==> src/rtl/alu_seq.sv <==
// Multi-cycle ALU with a go/done handshake and one-hot status LEDs.
// Operands latch on a go rising edge in IDLE; SHL and MUL iterate one bit per clock.
module alu_seq #(
    parameter int WIDTH = 4
) (
    input  logic                 clk_i,
    input  logic                 rst_i,
    input  logic                 go_i,
    input  logic [2:0]           opcode_i,
    input  logic [WIDTH-1:0]     a_i,
    input  logic [WIDTH-1:0]     b_i,
    output logic [2*WIDTH-1:0]   result_o,
    output logic                 cout_o,
    output logic                 zero_o,
    output logic                 wait_led_o,
    output logic                 led_idle_o,
    output logic                 led_ready_o,
    output logic                 led_done_o
);

    // One-hot encoding so each LED is driven straight from a state flop.
    typedef enum logic [3:0] {
        S_IDLE  = 4'b0001,
        S_READY = 4'b0010,
        S_EXEC  = 4'b0100,
        S_DONE  = 4'b1000
    } state_t;

    localparam logic [2:0] OP_ADD = 3'd0;
    localparam logic [2:0] OP_SUB = 3'd1;
    localparam logic [2:0] OP_AND = 3'd2;
    localparam logic [2:0] OP_OR  = 3'd3;
    localparam logic [2:0] OP_XOR = 3'd4;
    localparam logic [2:0] OP_NOT = 3'd5;
    localparam logic [2:0] OP_SHL = 3'd6;
    localparam logic [2:0] OP_MUL = 3'd7;

    localparam logic [WIDTH-1:0] W_L  = WIDTH'(WIDTH);
    localparam logic [WIDTH-1:0] ONE  = WIDTH'(1);
    localparam logic [WIDTH-1:0] ZW   = '0;

    state_t               state_q;
    logic                 go_q;
    logic [WIDTH-1:0]     a_q, b_q, mplier_q, cnt_q;
    logic [2:0]           op_q;
    logic [2*WIDTH-1:0]   acc_q, mcand_q, result_q;
    logic                 cout_q, zero_q;

    logic [WIDTH:0]       sum_d, diff_d;
    logic [WIDTH-1:0]     shamt_d;
    logic [2*WIDTH-1:0]   a_ext_d, mul_d, shl_d, alu_res_d;
    logic                 alu_cout_d;

    assign sum_d   = {1'b0, a_q} + {1'b0, b_q};
    assign diff_d  = {1'b0, a_q} - {1'b0, b_q};
    assign shamt_d = b_q % W_L;
    assign a_ext_d = {ZW, a_q};
    assign mul_d   = acc_q + (mplier_q[0] ? mcand_q : '0);
    assign shl_d   = mcand_q << 1;

    // Single-cycle results; SHL/MUL fall through to a zero-extended A for the zero-shift case.
    always_comb begin
        alu_res_d  = a_ext_d;
        alu_cout_d = 1'b0;
        case (op_q)
            OP_ADD: begin
                alu_res_d  = {ZW, sum_d[WIDTH-1:0]};
                alu_cout_d = sum_d[WIDTH];
            end
            OP_SUB: begin
                alu_res_d  = {ZW, diff_d[WIDTH-1:0]};
                alu_cout_d = diff_d[WIDTH];
            end
            OP_AND:  alu_res_d = {ZW, a_q & b_q};
            OP_OR:   alu_res_d = {ZW, a_q | b_q};
            OP_XOR:  alu_res_d = {ZW, a_q ^ b_q};
            OP_NOT:  alu_res_d = {ZW, ~a_q};
            default: alu_res_d = a_ext_d;
        endcase
    end

    always_ff @(posedge clk_i or posedge rst_i) begin
        if (rst_i) begin
            state_q  <= S_IDLE;
            go_q     <= 1'b0;
            a_q      <= '0;
            b_q      <= '0;
            op_q     <= '0;
            mplier_q <= '0;
            cnt_q    <= '0;
            acc_q    <= '0;
            mcand_q  <= '0;
            result_q <= '0;
            cout_q   <= 1'b0;
            zero_q   <= 1'b0;
        end else begin
            go_q <= go_i;
            case (state_q)
                S_IDLE: begin
                    if (go_i && !go_q) begin
                        a_q     <= a_i;
                        b_q     <= b_i;
                        op_q    <= opcode_i;
                        state_q <= S_READY;
                    end
                end
                S_READY: begin
                    if (op_q == OP_MUL) begin
                        acc_q    <= '0;
                        mcand_q  <= a_ext_d;
                        mplier_q <= b_q;
                        cnt_q    <= W_L;
                        state_q  <= S_EXEC;
                    end else if (op_q == OP_SHL && shamt_d != '0) begin
                        mcand_q <= a_ext_d;
                        cnt_q   <= shamt_d;
                        state_q <= S_EXEC;
                    end else begin
                        result_q <= alu_res_d;
                        cout_q   <= alu_cout_d;
                        zero_q   <= (alu_res_d == '0);
                        state_q  <= S_DONE;
                    end
                end
                S_EXEC: begin
                    if (op_q == OP_MUL) begin
                        acc_q    <= mul_d;
                        mplier_q <= mplier_q >> 1;
                    end
                    mcand_q <= shl_d;
                    cnt_q   <= cnt_q - ONE;
                    if (cnt_q == ONE) begin
                        result_q <= (op_q == OP_MUL) ? mul_d : shl_d;
                        cout_q   <= 1'b0;
                        zero_q   <= (((op_q == OP_MUL) ? mul_d : shl_d) == '0);
                        state_q  <= S_DONE;
                    end
                end
                S_DONE: begin
                    if (!go_i) state_q <= S_IDLE;
                end
                default: state_q <= S_IDLE;
            endcase
        end
    end

    assign led_idle_o  = state_q[0];
    assign led_ready_o = state_q[1];
    assign wait_led_o  = state_q[2];
    assign led_done_o  = state_q[3];
    assign result_o    = result_q;
    assign cout_o      = cout_q;
    assign zero_o      = zero_q;

endmodule
==> config.mk <==
export PLATFORM = sky130hd
export DESIGN_NAME = alu_seq
export DESIGN_NICKNAME = d
export VERILOG_FILES = /design/src/rtl/alu_seq.sv
export SDC_FILE = /design/constraint.sdc
export NUM_CORES = 1
export LEC_CHECK = 0
export CELL_PAD_IN_SITES_DETAIL_PLACEMENT = 1
export CELL_PAD_IN_SITES_GLOBAL_PLACEMENT = 2
export CORE_MARGIN = 3
export CORE_UTILIZATION = 38
export DETAILED_ROUTE_END_ITERATION = 7
export GPL_TIMING_DRIVEN = 0
export PLACE_DENSITY_LB_ADDON = 0.08
export SYNTH_ARGS = -nofsm -noshare
export SYNTH_HDL_FRONTEND = slang
export SYNTH_SLANG_ARGS = --single-unit
==> constraint.sdc <==
create_clock -name clk_i -period 5.8 [get_ports clk_i]
set_input_delay 1.45 -clock clk_i [delete_from_list [all_inputs] [get_ports clk_i]]
set_output_delay 1.45 -clock clk_i [all_outputs]
set_load 0.02 [all_outputs]
==> reports/summary.txt <==
first-pass GRT wire length -> 14.92 mm
Seq/Total Area, Yosys -> 39.67%
Crit Reg-Reg Startpoint -> mplier_q[0]
Setup Crit Path Kind -> reg2out
Leak Pwr -> 1.623 nW
total power -> 0.001178 W
Critical Path, Cell by Cell -> clkdlybuf4s50_1
# diodes -> 0
aggregate global-route resource usage -> 19.52%
CTS H-Tree Depth -> 2
Num CTS Buffers -> 5
Port Buffer Count -> 27
Core ar. -> 0.007888 mm2
final setup TNS -> 0 ns
R2R Path End -> zero_o
Starting DRT DRC Count -> 135
flop2flop setup slack -> 3.10 ns
status -> finished clean
Cell Area, Placed -> 0.003575 mm2
via count -> 2,642
max-cap violations -> 0
TritonRoute pass-1 iters -> 5
Register-to-Register Path Depth -> 9
layout cells sized above 1 -> 7.388%
hold path cells -> 2
HPWL Detailed -> 6.716 mm
Final GP Congestion -> 0.8475
antenna violations before repair -> 0
Clock Latency Late Sink -> 0.32 ns
main combinational cell family by area after synthesis -> compound AO/OA/AOI/OAI gates
final instance area -> 0.003672 mm2
DP Worst Slack -> 2.742 ns
Worst setup SP type -> flip-flop
post-CTS sizing -> 0
final core occ -> 46.56%
routed wire length -> 8.723 mm
final net count -> 416
worst vdd ir -> 0.1156 mV
hold_buf cts -> 0
area share of and/or/nand/nor cells after synthesis -> 18.87%
Tmin final -> 3.024 ns
fmax -> 330.7 MHz
Post-synth EDFFs -> 0
Initial Util -> 40.02%
Clock Tree Root -> clkbuf_8
P per Cell Area -> 320.8 mW/mm2
slowest stage delay, CP -> 0.63 ns
die span in y -> 97.15 um
Final WS setup -> 2.776 ns
synthesized net count -> 381
final hold violation count -> 0
Post-Synth Adder-Cell Area -> 10.23%
DIE WIDTH -> 97.15 um
Clock Sinks -> 50
postcts setup bufs -> 0
post-synthesis cell area -> 0.003157 mm2
Crit. End Element -> output port
Filler cells -> 945
DRT antenna net count -> 0
Clock Path Buffers -> 2
DRC viols -> 0
Yosys reg bits -> 50
synthesized netlist cell count -> 343
largest net degree at the start of global routing -> 36
leading cell type in the layout, fill and taps excluded -> dfrtp_1
DR WL/cell -> 18.14 um
Max transition margin -> 30.67%
Setup Skew -> 0.01146 ns
grt total ovfl -> 0
Compound-Gate Fraction of Synth Area -> 21.01%
count of final setup violators -> 0
crit path DAT -> 1.57 ns
Post-synth top flop -> dfrtp_1
Bufs and invs on worst path -> 1
Layout area overhead -> 16.33%
Rows -> 32
period utilisation layout -> 52.13%
CP max-delay cell -> dfstp_2
Netlist cell types -> 59
Ys Warns -> 0
Slew @ Worst Pin -> 1.037 ns
CTS tree -> yes
min-delay worst type -> reg2reg
FFs w/ async S/R, synth -> 100.0%
vias per cell -> 5.493
largest delay contributor family on the critical path -> flip-flops
most frequent cells in the layout -> dfrtp_1, nand2_1, o21ai_0, clkdlybuf4s50_1, nor2_1
number of global-route vias before repair -> 2,727
IO Count -> 28
Synth Area per Inst -> 9.203 um2
Post-Synth XOR/XNOR Area -> 2.497%
area of the die -> 0.009437 mm2
Worst Hold Endpoint -> result_o[0]
Crit path required time -> 4.35 ns
RSZ-0062 raised after global routing -> false
clk slew on worst S/H paths -> 0.10 ns
post-synthesis mux area share -> 2.299%
worst-path maximum fanout -> 8
source of the worst hold timing path -> result_o[0]
fin. max-slew vios -> 0
## area by class of cell
| type | instances | area [um2] | area share (%) |
|---|---|---|---|
| flip-flops and latches | 50 | 1252 | 34.11 |
| repair buffers | 28 | 290.3 | 7.905 |
| plain buffers | 17 | 92.59 | 2.521 |
| well taps | 102 | 127.6 | 3.475 |
| multi-input cells | 255 | 1733 | 47.19 |
| clock buffers | 5 | 68.82 | 1.874 |
| clock inverters | 3 | 28.78 | 0.7836 |
| inverters | 21 | 78.83 | 2.147 |
## synth_stat cells, types with 6 or more instances
cell type | count | share of area, %
a21oi_1 | 16 | 2.5
a22o_1 | 8 | 2.2
and2_1 | 8 | 1.6
clkbuf_1 | 9 | 1.1
dfrtp_1 | 49 | 39
ha_1 | 21 | 8.3
inv_1 | 21 | 2.5
nand2_1 | 48 | 5.7
nand3_1 | 7 | 1.1
nor2_1 | 24 | 2.9
nor3_1 | 11 | 1.7
o211ai_1 | 6 | 1.4
o21ai_0 | 27 | 4.3
o22ai_1 | 7 | 1.4
xor2_1 | 6 | 1.7
## worst max-delay path by stage
stage | startpoint | slack [ns] | end | cells after the start
after global placement | rst_i | 2.08 | cnt_q[1] | 2
final | state_q[0] | 2.78 | led_idle_o | 1
after detailed placement | go_i | 2.74 | a_q[1] | 5
after CTS | state_q[0] | 2.76 | led_idle_o | 1
after floorplan | rst_i | 3.15 | a_q[0] | 1
after global routing | state_q[0] | 2.73 | led_idle_o | 1
## registers in the layout, summed over array words and instances (netlist names)
| name | cells |
|---|---|
| a_q | 4 |
| acc_q | 8 |
| b_q | 4 |
| cnt_q | 4 |
| cout_o | 1 |
| go_q | 1 |
| mcand_q | 8 |
| mplier_q | 4 |
| op_q | 3 |
| result_o | 8 |
| state_q | 4 |
| zero_o | 1 |
## metal layers
layer  part of all wire, %  wire, um  track usage, %
met1                    51      4433           28.86
met5                     0         0               0
met4                  0.87        76           4.212
met2                    45      3951           30.20
met3                   3.0       262           3.015
## power breakdown
group          internal, W  switching [W]  total (W)
Clock            0.0000907       0.000143   0.000234
Combinational     0.000198       0.000268   0.000466
Sequential        0.000411      0.0000675   0.000478
Total             0.000700       0.000479    0.00118
## kinds of logic (layout without fill, tap and decap cells)
group                    Yosys count  count (layout)
adder cells (fa/ha/maj)           24              24
AND/OR/NAND/NOR                  119             119
buffers and inverters             38              74
AO/OA/AOI/OAI                     97              97
flip-flops                        50              50
multiplexers                       6               6
XOR/XNOR                           9               9
## per-stage QoR
step | hold slack, ns | std cells
6_report | 0.4899 | 481
3_5_place_dp | 0.4719 | 473
3_3_place_gp | 0.4589 | 472
2_1_floorplan | 0.4436 | 343
4_1_cts | 0.4972 | 481
5_1_grt | 0.5144 | 481
Note: power is estimated with default switching activity, not from simulation.
